`src/rtl/mem_arb_pkg.sv`:
```
// Shared types for the instruction/data memory arbiter.
// Owner encoding tracks which access the memory answers in the following cycle.
package mem_arb_pkg;

  localparam int STARVE_W = 4;

  typedef enum logic [1:0] {
    NONE = 2'd0,
    IRD  = 2'd1,
    DRD  = 2'd2,
    DWR  = 2'd3
  } owner_e;

endpackage

```
`src/rtl/mem_arbiter_if.sv`:
```
// Requester and memory-side signals of the arbiter; slave is the arbiter's view,
// master is the surrounding environment (fetch unit, load/store unit, memory).
interface mem_arbiter_if #(
  parameter int AW = 32,
  parameter int DW = 32
);
  logic          ireq;
  logic [AW-1:0] iaddr;
  logic          igrant;
  logic          ivalid;
  logic [DW-1:0] irdata;
  logic          dreq;
  logic          dwe;
  logic [AW-1:0] daddr;
  logic [DW-1:0] dwdata;
  logic          dgrant;
  logic          dvalid;
  logic [DW-1:0] drdata;
  logic          mem_en;
  logic          mem_we;
  logic [AW-1:0] mem_addr;
  logic [DW-1:0] mem_wd;
  logic [DW-1:0] mem_rd;

  modport slave (
    input  ireq, iaddr, dreq, dwe, daddr, dwdata, mem_rd,
    output igrant, ivalid, irdata, dgrant, dvalid, drdata,
           mem_en, mem_we, mem_addr, mem_wd
  );

  modport master (
    output ireq, iaddr, dreq, dwe, daddr, dwdata, mem_rd,
    input  igrant, ivalid, irdata, dgrant, dvalid, drdata,
           mem_en, mem_we, mem_addr, mem_wd
  );
endinterface

```
`src/rtl/mem_arb_starve_ctr.sv`:
```
// Counts consecutive cycles the instruction side waits while requesting; saturates
// at STARVE_MAX, and at_max forces the next instruction grant.
module mem_arb_starve_ctr
  import mem_arb_pkg::*;
#(
  parameter int STARVE_MAX = 4
) (
  input  logic clk,
  input  logic reset,
  input  logic ireq,
  input  logic igrant,
  output logic at_max
);

  logic [STARVE_W-1:0] cnt_q, cnt_d;

  always_comb begin
    cnt_d = cnt_q;
    if (!ireq || igrant) begin
      cnt_d = '0;
    end else if (cnt_q != STARVE_W'(STARVE_MAX)) begin
      cnt_d = cnt_q + 1'b1;
    end
  end

  always_ff @(posedge clk or negedge reset) begin
    if (!reset) begin
      cnt_q <= '0;
    end else begin
      cnt_q <= cnt_d;
    end
  end

  assign at_max = (cnt_q == STARVE_W'(STARVE_MAX));

endmodule

```
`src/rtl/mem_arbiter.sv`:
```
// Two-requester arbiter for one single-port synchronous memory: data side has
// priority, instruction side is forced through after STARVE_MAX denied cycles.
module mem_arbiter
  import mem_arb_pkg::*;
#(
  parameter int AW         = 32,
  parameter int DW         = 32,
  parameter int STARVE_MAX = 4
) (
  input  logic          clk,
  input  logic          reset,
  mem_arbiter_if.slave  bus
);

  owner_e        owner_q, owner_d;
  logic          at_max;
  logic          i_win, d_win;
  logic          we_d;
  logic [AW-1:0] addr_d;
  logic [DW-1:0] wd_d;

  // Grants are qualified by reset so nothing reaches the memory while held in reset.
  always_comb begin
    i_win   = reset & bus.ireq & (~bus.dreq | at_max);
    d_win   = reset & bus.dreq & ~i_win;
    we_d    = 1'b0;
    addr_d  = '0;
    wd_d    = '0;
    owner_d = NONE;
    if (i_win) begin
      addr_d  = bus.iaddr;
      owner_d = IRD;
    end else if (d_win) begin
      we_d    = bus.dwe;
      addr_d  = bus.daddr;
      wd_d    = bus.dwdata;
      owner_d = bus.dwe ? DWR : DRD;
    end
  end

  always_ff @(posedge clk or negedge reset) begin
    if (!reset) begin
      owner_q <= NONE;
    end else begin
      owner_q <= owner_d;
    end
  end

  mem_arb_starve_ctr #(
    .STARVE_MAX (STARVE_MAX)
  ) u_starve (
    .clk    (clk),
    .reset  (reset),
    .ireq   (bus.ireq),
    .igrant (i_win),
    .at_max (at_max)
  );

  assign bus.igrant   = i_win;
  assign bus.dgrant   = d_win;
  assign bus.mem_en   = i_win | d_win;
  assign bus.mem_we   = we_d;
  assign bus.mem_addr = addr_d;
  assign bus.mem_wd   = wd_d;

  // Responses are a pure decode of who owned the previous memory cycle.
  assign bus.ivalid = (owner_q == IRD);
  assign bus.dvalid = (owner_q == DRD) || (owner_q == DWR);
  assign bus.irdata = (owner_q == IRD) ? bus.mem_rd : '0;
  assign bus.drdata = (owner_q == DRD) ? bus.mem_rd : '0;

endmodule

```
`src/flat_wrapper.sv`:
```
// flat-port wrapper written by rule: the top's interface ports become plain ports
module mem_arbiter_flat import mem_arb_pkg::*;
#(
  parameter int AW         = 32,
  parameter int DW         = 32,
  parameter int STARVE_MAX = 4
)
  (clk, reset, bus_ireq, bus_iaddr, bus_dreq, bus_dwe, bus_daddr, bus_dwdata, bus_mem_rd, bus_igrant, bus_ivalid, bus_irdata, bus_dgrant, bus_dvalid, bus_drdata, bus_mem_en, bus_mem_we, bus_mem_addr, bus_mem_wd);
  mem_arbiter_if #(.AW(AW), .DW(DW)) bus_i ();
  input  logic clk;
  input  logic reset;
  input wire logic [$bits(bus_i.ireq)-1:0] bus_ireq;
  input wire logic [$bits(bus_i.iaddr)-1:0] bus_iaddr;
  input wire logic [$bits(bus_i.dreq)-1:0] bus_dreq;
  input wire logic [$bits(bus_i.dwe)-1:0] bus_dwe;
  input wire logic [$bits(bus_i.daddr)-1:0] bus_daddr;
  input wire logic [$bits(bus_i.dwdata)-1:0] bus_dwdata;
  input wire logic [$bits(bus_i.mem_rd)-1:0] bus_mem_rd;
  output wire logic [$bits(bus_i.igrant)-1:0] bus_igrant;
  output wire logic [$bits(bus_i.ivalid)-1:0] bus_ivalid;
  output wire logic [$bits(bus_i.irdata)-1:0] bus_irdata;
  output wire logic [$bits(bus_i.dgrant)-1:0] bus_dgrant;
  output wire logic [$bits(bus_i.dvalid)-1:0] bus_dvalid;
  output wire logic [$bits(bus_i.drdata)-1:0] bus_drdata;
  output wire logic [$bits(bus_i.mem_en)-1:0] bus_mem_en;
  output wire logic [$bits(bus_i.mem_we)-1:0] bus_mem_we;
  output wire logic [$bits(bus_i.mem_addr)-1:0] bus_mem_addr;
  output wire logic [$bits(bus_i.mem_wd)-1:0] bus_mem_wd;
  assign bus_i.ireq = bus_ireq;
  assign bus_i.iaddr = bus_iaddr;
  assign bus_i.dreq = bus_dreq;
  assign bus_i.dwe = bus_dwe;
  assign bus_i.daddr = bus_daddr;
  assign bus_i.dwdata = bus_dwdata;
  assign bus_i.mem_rd = bus_mem_rd;
  assign bus_igrant = bus_i.igrant;
  assign bus_ivalid = bus_i.ivalid;
  assign bus_irdata = bus_i.irdata;
  assign bus_dgrant = bus_i.dgrant;
  assign bus_dvalid = bus_i.dvalid;
  assign bus_drdata = bus_i.drdata;
  assign bus_mem_en = bus_i.mem_en;
  assign bus_mem_we = bus_i.mem_we;
  assign bus_mem_addr = bus_i.mem_addr;
  assign bus_mem_wd = bus_i.mem_wd;
  mem_arbiter #(.AW(AW), .DW(DW), .STARVE_MAX(STARVE_MAX)) u_core (.clk(clk), .reset(reset), .bus(bus_i));
endmodule
```
`config.mk`:
```
export PLATFORM = sky130hd
export DESIGN_NAME = mem_arbiter_flat
export DESIGN_NICKNAME = d
export VERILOG_FILES = /design/src/rtl/mem_arb_pkg.sv /design/src/rtl/mem_arbiter_if.sv /design/src/rtl/mem_arb_starve_ctr.sv /design/src/rtl/mem_arbiter.sv /design/src/flat_wrapper.sv
export SDC_FILE = /design/constraint.sdc
export NUM_CORES = 1
export LEC_CHECK = 0
export ABC_AREA = 1
export BUFFER_PORTS_ARGS = -buffer_cell sky130_fd_sc_hd__buf_2
export CAP_MARGIN = 10
export CORE_AREA = 5 5 101 103
export CTS_CLUSTER_DIAMETER = 50
export DETAILED_ROUTE_END_ITERATION = 10
export DIE_AREA = 0 0 106 108
export PLACE_DENSITY = 0.56
export SETUP_SLACK_MARGIN = 0.1
export SYNTH_ARGS = -nofsm -noshare
export SYNTH_HDL_FRONTEND = slang
export SYNTH_HIERARCHICAL = 1
export SYNTH_SLANG_ARGS = --single-unit
```
`constraint.sdc`:
```
create_clock -name clk -period 2 [get_ports clk]
set_input_delay 0.5 -clock clk [delete_from_list [all_inputs] [get_ports clk]]
set_output_delay 0.5 -clock clk [all_outputs]
set_load 0.01 [all_outputs]
```
== Yosys cells after proc, flatten, opt, wreduce, memory -nomap -nowiden ==
Index checks and enable logic that the tools add are counted.

* Reduce and logical (&&, ||, !) cells: 4
* Bitwise operators: 8
* Eq/ne operators: 5
* Multiplexer cells: 13
* $add $sub $neg: 1

{| class="wikitable"
|+ Operators by type and width
! kind !! number
|-
| 32-bit two-way mux || 6
|-
| 4-bit two-way mux || 2
|-
| 4-bit by 1-bit adder with 4-bit output, second input constant || 1
|-
| 1-bit AND || 4
|-
| 2-bit == test, second input constant || 2
|-
| 4-bit by 3-bit == test with 1-bit output, second input constant || 1
|-
| 2-bit two-way mux || 2
|-
| 4-bit by 3-bit inequality test with 1-bit output, second input constant || 1
|-
| 1-bit two-way mux || 3
|-
| 2-bit by 1-bit == test with 1-bit output, second input constant || 1
|-
| 1-bit logical OR || 2
|-
| 1-bit NOT || 2
|-
| 1-bit OR || 2
|-
| 2-bit nonzero test || 1
|-
| 1-bit logical NOT || 1
|}

* Output and inout port bits: 134
* Word-level logic and storage cells: 33
* Bits in registers: 6
* Bits of input ports: 133

== Depth between registers and ports, before layout ==
Gate-level depths: netlist of the first run.

* Depth after elaboration: 7
* Mapped depth: 10
* Gate-level depth less buffers: 9

== Cells and area by module ==
Netlist of the first run, hierarchy kept.

{| class="wikitable"
|+ Modules (own cells, without submodules)
! module !! area an instance (um2) !! seq. area each (um2) !! times used !! cells an instance
|-
| mem_arbiter || 1256.2 || 50.0 || 1 || 296
|-
| mem_arb_starve_ctr || 250.2 || 100.1 || 1 || 31
|}

== Least setup slack after synthesis of the first run ==
No wires, ideal clock.

* Path type: reg-to-output
* Start: register u_core.u_starve.cnt_q[0]
* End: output port bus_mem_addr[18]
* Required time: 1.500 ns
* Slack: 0.063 ns
* Arrival: 1.437 ns
* Stages on the path, launching flop included: 10
* Buffers on the path: 1
* Cells stage by stage: dfrtp_1 > inv_1 > ha_1 > nand2_2 > nor2_4 > inv_1 > a21oi_2 > buf_4 > nand2_1 > nand2_1

* Longest elaborated chain between the ends: 7

{| class="wikitable"
|+ Ends and longest elaborated chain
! what !! RTL line !! text
|-
| from (decl) || mem_arb_starve_ctr.sv:15 || <nowiki>logic [STARVE_W-1:0] cnt_q, cnt_d;</nowiki>
|-
| from (signal assigned) || mem_arb_starve_ctr.sv:30 || <nowiki>cnt_q <= cnt_d;</nowiki>
|-
| 4-bit by 3-bit == test with 1-bit output * || mem_arb_starve_ctr.sv:34 || <nowiki>assign at_max = (cnt_q == STARVE_W'(STARVE_MAX));</nowiki>
|-
| via u_core.at_max || mem_arbiter.sv:16 || <nowiki>logic at_max;</nowiki>
|-
| 1-bit OR * || mem_arbiter.sv:24 || <nowiki>i_win = reset & bus.ireq & (~bus.dreq | at_max);</nowiki>
|-
| 1-bit AND * || mem_arbiter.sv:24 ||
|-
| via bus_igrant || flat_wrapper.sv:19 || <nowiki>output wire logic [$bits(bus_i.igrant)-1:0] bus_igrant;</nowiki>
|-
| 1-bit NOT || mem_arbiter.sv:25 || <nowiki>d_win = reset & bus.dreq & ~i_win;</nowiki>
|-
| 1-bit AND || mem_arbiter.sv:25 ||
|-
| 32-bit two-way mux || mem_arbiter.sv:33 || <nowiki>end else if (d_win) begin</nowiki>
|-
| 32-bit two-way mux * || mem_arbiter.sv:30 || <nowiki>if (i_win) begin</nowiki>
|-
| to (decl) || flat_wrapper.sv:27 || <nowiki>output wire logic [$bits(bus_i.mem_addr)-1:0] bus_mem_addr;</nowiki>
|}

The timed path passes the listed nets; every way through them passes the cells marked *.

== Final worst setup path of the first run ==
* Start: register u_core.u_starve.cnt_q[0]
* End: output port bus_mem_addr[12]

* Longest elaborated chain between the ends: 7

{| class="wikitable"
|+ Ends and longest elaborated chain
! what !! RTL line
|-
| 4-bit by 3-bit == test with 1-bit output * || mem_arb_starve_ctr.sv:34
|-
| via u_core.at_max || mem_arbiter.sv:16
|-
| 1-bit OR * || mem_arbiter.sv:24
|-
| 1-bit AND * || mem_arbiter.sv:24
|-
| 1-bit NOT || mem_arbiter.sv:25
|-
| 1-bit AND || mem_arbiter.sv:25
|-
| 32-bit two-way mux || mem_arbiter.sv:33
|-
| 32-bit two-way mux * || mem_arbiter.sv:30
|}

Marks and branches as above.

==> impl_metrics.env, run 1 <==
export IMPL_p_switching_uw=477
export IMPL_fin_util_pct=42.4
export IMPL_antenna_found_initial=0
export IMPL_gp_congestion=0.864
export IMPL_route_detailed_drc=0
export IMPL_hpwlAfterDp_microns=7770
export IMPL_p_comb_share_pct=70.8
export IMPL_grt_max_degree=35
export IMPL_rsz0062_at_grt="true"
export IMPL_ys_seq_elements=6
export IMPL_finClkSkew_ns=0.00543
export IMPL_area_delta_synth_final_pct=157
export IMPL_crit_fanout=17
export IMPL_drive_above_1_share_pct=60.7
export IMPL_p_leak_nw=2.61
export IMPL_die_area_sq_um=11400
export IMPL_cp_startpoint="u_core/u_starve/cnt_q[0]"
export IMPL_pwr_share_seq_pct=12.9
export IMPL_cp_required_ns=1.50
export IMPL_cp_buffers_inverters=5
export IMPL_drt_first_pass_iters=6
export IMPL_timing_final_ws_setup_ns=-0.276
export IMPL_hold_viol_final=0
export IMPL_port_buffers=266
export IMPL_drtIter0Drc=171
export IMPL_h_tree_depth=1
export IMPL_sw_frac_of_total_pct=42.5
export IMPL_path_depth=11
export IMPL_clock_sinks=6
export IMPL_die_w_microns=106
export IMPL_critPathTopFamily="buffers and inverters"
export IMPL_grt_pass1_wl_microns=13300
export IMPL_synth_edff_count=0
export IMPL_start_kind="register"
export IMPL_synth_adder_area_share_pct=1.66
export IMPL_netlist_top_cells_area="nor2_1 24%, nand2_1 19%, inv_1 18%"
export IMPL_rows=35
export IMPL_start_util_pct=16.5
export IMPL_crit_path_end="bus_mem_addr[12]"
export IMPL_drv_slew=0
export IMPL_synth_ff_type="dfrtp_1"
export IMPL_syn_area_per_cell_sq_um=4.61
export IMPL_syn_nets=462
export IMPL_insertion_delay_ns=0.22
export IMPL_critical_path_class="reg2out"
export IMPL_cts_made_buffers=3
export IMPL_layout_min_cycle_time_ns=2.28
export IMPL_nFillCells=919
export IMPL_power_density_nw_per_um2=291
export IMPL_synthTopCellsByCount="98 x nor2_1, 77 x nand2_1, 74 x inv_1, 39 x nand3_1, 9 x buf_2"
export IMPL_die_h_microns=108
export IMPL_ir_drop_v=0.000170
export IMPL_status="finished with violations"
export IMPL_yosysMostFrequentCell="nor2_1"
export IMPL_grt_pass1_vias=2805
export IMPL_syn_area_sq_um=1510
export IMPL_cts_tree="done"
export IMPL_synth_xor_xnor_area_share_pct=0
export IMPL_synth_top_area_share_pct=24.4
export IMPL_grt_usage_pct=13.9
export IMPL_async_reset_ff_share_pct=100
export IMPL_rrSetupSlack_ns=0.26
export IMPL_synth_top_family_by_area="simple AND/OR/NAND/NOR gates"
export IMPL_final_period_utilization_pct=114
export IMPL_netlist_top_cell_by_area="nor2_1"
export IMPL_vias=2983
export IMPL_seqCellArea_sq_um=150
export IMPL_max_freq_mhz=439
export IMPL_yosys_area_share_simple_pct=60.5
export IMPL_rr_startpoint="u_core/u_starve/cnt_q[0]"
export IMPL_critical_path_cell_chain="inv_2 -> ha_4 -> nand2_4 -> nor2_4 -> inv_2 -> a21oi_4 -> buf_12 -> clkbuf_16 -> nand2_1 -> nand2_1 -> buf_2"
export IMPL_grt_overflow=0
export IMPL_synth_compound_area_share_pct=0.914
export IMPL_slew_limit_headroom_pct=79.6
export IMPL_multi_input_area_sq_um=1310
export IMPL_boundaryPins=267
export IMPL_antenna_left=0
export IMPL_path_clk_slew_ns=0.04
export IMPL_core_sq_um=9110
export IMPL_crit_arrival_ns=1.78
export IMPL_crit_slowest_cell="dfrtp_1"
export IMPL_netlist_instances=327
export IMPL_fin_area_sq_um=3860
export IMPL_nets=738
export IMPL_synthMuxAreaShare_pct=0
export IMPL_clk_path_buf_depth=2
export IMPL_root_buffer="clkbuf_8"
export IMPL_viasPerCell=4.19
export IMPL_yosys_warnings=6
export IMPL_synth_distinct_cells=18
export IMPL_reg2reg_depth=12
export IMPL_placed_cell_area_sq_um=3000
export IMPL_drt_wl_total_microns=9860
export IMPL_violations="negative setup slack"
export IMPL_internal_power_uw=647
export IMPL_setup_viol=67
export IMPL_cap_viol_max_count=0
export IMPL_cp_slowest_stage_delay_ns=0.39
export IMPL_antennaDiodeCount=0
export IMPL_hold_class="in2async"
export IMPL_p_clk_share_pct=16.4
export IMPL_routedWlPerCell_microns=13.8
export IMPL_pre_cts_slack_ns=-0.0266
export IMPL_r2r_end="u_core/u_starve/cnt_q[0]"
export IMPL_fin_hold_ws_ns=0.201
export IMPL_synth_seq_area_share_pct=9.97
export IMPL_endpoint_kind="output port"
export IMPL_worstMarginPinSlew_ns=0.307
==> worst min-delay path by stage <==
stage          start                       end  cells past startpoint
4_1_cts        reset  u_core/u_starve/cnt_q[1]                      2
3_5_place_dp   reset  u_core/u_starve/cnt_q[1]                      2
6_report       reset  u_core/u_starve/cnt_q[1]                      2
5_1_grt        reset  u_core/u_starve/cnt_q[1]                      2
2_1_floorplan  reset         u_core/owner_q[0]                      0
3_3_place_gp   reset  u_core/u_starve/cnt_q[1]                      2
==> final cells by class <==
type / instances / area share, %
inverters: 75 / 7.35
repair buffers: 291 / 50.2
multi-input cells: 226 / 33.9
well taps: 111 / 3.59
flip-flops and latches: 6 / 3.88
clock buffers: 3 / 1.07
==> through the flow <==
stage | TNS, ns | instances | power, mW
floorplan | 0 | 327 | 0.431
global placement | 0 | 697 | 0.740
detailed placement | -0.0631 | 697 | 0.745
CTS | -9.96 | 701 | 0.955
global route | -19.24 | 712 | 1.22
finish | -13.36 | 712 | 1.12
==> cell usage in the layout, fill, tap and decap left out, drive strengths merged <==
| cell | count |
|---|---|
| a21oi | 1 |
| buf | 285 |
| clkbuf | 9 |
| dfrtp | 6 |
| ha | 2 |
| inv | 75 |
| nand2 | 80 |
| nand3 | 39 |
| nand4 | 1 |
| nor2 | 100 |
| o21ai | 1 |
| or2 | 2 |
==> metal layers <==
metal	GRT usage, %	routed length [microns]	vias up
li1	-	-	1485
met1	14.6	3180	1285
met2	26.5	5290	197
met3	4.96	1220	16
met4	3.42	165	0
met5	0	0	-
==> state kept, by name (all words and copies together) (netlist names) <==
signal / cells
u_core/u_starve/cnt_q: 4
u_core/owner_q: 2
==> power groups by stage <==
stage / Clock, mW / Combinational [mW] / Sequential [mW]
4_1_cts: 0.191 / 0.621 / 0.144
5_1_grt: 0.199 / 0.869 / 0.147
2_1_floorplan: 0 / 0.285 / 0.146
6_report: 0.184 / 0.796 / 0.145
3_3_place_gp: 0 / 0.596 / 0.144
3_5_place_dp: 0 / 0.601 / 0.144
==> kinds of logic (layout without fill, tap and decap cells) <==
group / after synthesis / after routing
adders and majority gates: 2 / 2
and+or+nand+nor: 222 / 222
AOI/OAI and AO/OA: 2 / 2
buffers and inverters: 95 / 369
DFF: 6 / 6
==> timing repair <==
| action | 4_1_cts | 5_1_grt |
|---|---|---|
| setup endpoints to repair | 67 | 79 |
| gates cloned | 0 | 7 |
| hold buffers | 0 | 0 |
| setup buffers | 1 | 4 |
| gates resized for setup | 12 | 136 |
| pin swaps | 2 | 17 |
Power figures use the tool's default switching activity.
==> run 2, diff against run 1 <==
==> constraint.sdc (replaced) <==
create_clock -name clk -period 2 [get_ports clk]
set_input_delay 0.5 -clock clk [delete_from_list [all_inputs] [get_ports clk]]
set_output_delay 0.5 -clock clk [all_outputs]
set_load 0.005 [all_outputs]
==> run 2 against run 1 <==
The run still ends with negative setup slack left. Worst setup slack gained 0.044 ns. Register-to-register slack improved by 0.09 ns. Sequential power is essentially flat. Sequential share of layout area rose by 0.35 points. Cell area fell by 8.2%.
==> impl_metrics.env, run 2 (synthesized netlist as in run 1, its figures left out) <==
export IMPL_status="finished with violations"
export IMPL_violations="negative setup slack"
export IMPL_nets=740
export IMPL_power_density_nw_per_um2=282
export IMPL_viasPerCell=4.10
export IMPL_reg_top3="u_core/u_starve/cnt_q x4, u_core/owner_q x2"
export IMPL_antenna_left=0
export IMPL_grt_pass1_vias=2882
export IMPL_cts_hold_buf=0
export IMPL_antennaDiodeCount=0
export IMPL_drive_above_1_share_pct=57.4
export IMPL_critical_path_class="reg2out"
export IMPL_cp_required_ns=1.50
export IMPL_crit_fanout=8
export IMPL_vias=2929
export IMPL_cts_tree="done"
export IMPL_grt_overflow=0
export IMPL_fin_area_sq_um=3550
export IMPL_cap_viol_max_count=0
export IMPL_path_clk_slew_ns=0.03
export IMPL_grt_pass1_wl_microns=13700
export IMPL_clk_path_buf_depth=2
export IMPL_finClkSkew_ns=0.00110
export IMPL_cts_made_buffers=3
export IMPL_p_leak_nw=2.53
export IMPL_fin_util_pct=38.9
export IMPL_timing_final_ws_setup_ns=-0.233
export IMPL_rsz0062_at_grt="true"
export IMPL_core_sq_um=9110
export IMPL_root_buffer="clkbuf_8"
export IMPL_routedWlPerCell_microns=13.2
export IMPL_start_kind="register"
export IMPL_insertion_delay_ns=0.22
export IMPL_power_total_uw=999
export IMPL_die_w_microns=106
export IMPL_layout_min_cycle_time_ns=2.23
export IMPL_start_util_pct=16.5
export IMPL_final_period_utilization_pct=112
export IMPL_largest_register_ffs=4
export IMPL_port_buffers=266
export IMPL_die_area_sq_um=11400
export IMPL_area_delta_synth_final_pct=135
export IMPL_fin_cells=714
export IMPL_crit_arrival_ns=1.73
export IMPL_drv_slew=0
export IMPL_top_register="u_core/u_starve/cnt_q"
export IMPL_nFillCells=1005
export IMPL_placed_cell_area_sq_um=2990
export IMPL_drtIter0Drc=161
export IMPL_worstMarginPinSlew_ns=0.309
export IMPL_die_h_microns=108
export IMPL_clock_sinks=6
export IMPL_ir_drop_v=0.000212
export IMPL_slew_limit_headroom_pct=79.4
export IMPL_pre_cts_slack_ns=-0.0461
export IMPL_final_cell_mix="261 x buf_2, 71 x inv_1, 70 x nand2_1, 70 x nor2_1, 35 x nand3_1"
export IMPL_max_freq_mhz=448
export IMPL_grt_usage_pct=14.5
export IMPL_gp_congestion=0.850
export IMPL_hold_class="in2async"
export IMPL_tns_ns=-11.82
export IMPL_antenna_found_initial=0
export IMPL_fin_hold_ws_ns=0.207
export IMPL_h_tree_depth=1
export IMPL_rows=35
export IMPL_hpwlAfterDp_microns=7770
export IMPL_setup_viol=67
export IMPL_final_common_cell="buf_2"
export IMPL_grt_max_degree=33
export IMPL_drt_wl_total_microns=9440
export IMPL_route_detailed_drc=0
export IMPL_numPlacedInstances=696
export IMPL_hold_viol_final=0
export IMPL_drt_first_pass_iters=4
export IMPL_endpoint_kind="output port"
export IMPL_boundaryPins=267
-- run 2: cell count changes in the layout (fill, tap and decap cells not counted), sizes merged --
cell and delta:
clkbuf -4, buf +6
-- run 2: cell type report --
| cell class | count | area [sq um] | share of cell area [%] |
|---|---|---|---|
| repair buffers | 293 | 1770 | 50.0 |
| inverters | 75 | 282 | 7.94 |
| multi-input cells | 226 | 1160 | 32.8 |
| well taps | 111 | 139 | 3.92 |
| flip-flops and latches | 6 | 150 | 4.23 |
| clock buffers | 3 | 41.3 | 1.16 |
-- run 2: path summary, 6_finish.rpt --
| check | startpoint | endpoint | slack (ns) | cells past startpoint |
|---|---|---|---|---|
| worst max-delay path | u_core/u_starve/cnt_q[1] | bus_mem_wd[20] | -0.23 | 12 |
| worst min-delay path | reset | u_core/u_starve/cnt_q[1] | 0.21 | 2 |
| worst max register to register | u_core/u_starve/cnt_q[1] | u_core/u_starve/cnt_q[0] | 0.35 | 12 |
| worst min register to register | u_core/u_starve/cnt_q[1] | u_core/u_starve/cnt_q[1] | 0.65 | 3 |
| max in group asynchronous | reset | u_core/owner_q[0] | 1.68 | 2 |
| min in group clk | u_core/u_starve/cnt_q[1] | u_core/u_starve/cnt_q[1] | 0.65 | 3 |
-- run 2: where the power goes --
group,switching [mW],internal (mW)
logic,0.331,0.345
registers,0.0114,0.134
clock network,0.0492,0.129
-- run 2: what timing repair did --
item                       CTS  global route
setup buffers                6             3
pin swaps                    3             6
setup endpoints to repair   69            73
gates cloned                 5             2
gates resized for setup     22            57
-- run 2: routing by layer --
| metal | GRT usage (%) | wire, microns |
|---|---|---|
| met1 | 14.6 | 3230 |
| met2 | 28.6 | 4960 |
| met3 | 4.78 | 1050 |
| met4 | 4.16 | 195 |
| met5 | 0 | 0 |
-- run 2: worst max-delay path, cell delays in order, from the launching register on --
cell and delay, ns:
dfrtp_1 0.38, inv_2 0.08, ha_4 0.15, nand2_4 0.06, nor2_4 0.10, inv_2 0.06
nand2_2 0.07, nand2_4 0.08, nand2_8 0.11, buf_12 0.12, clkbuf_16 0.15, nor2_2 0.04
buf_2 0.12
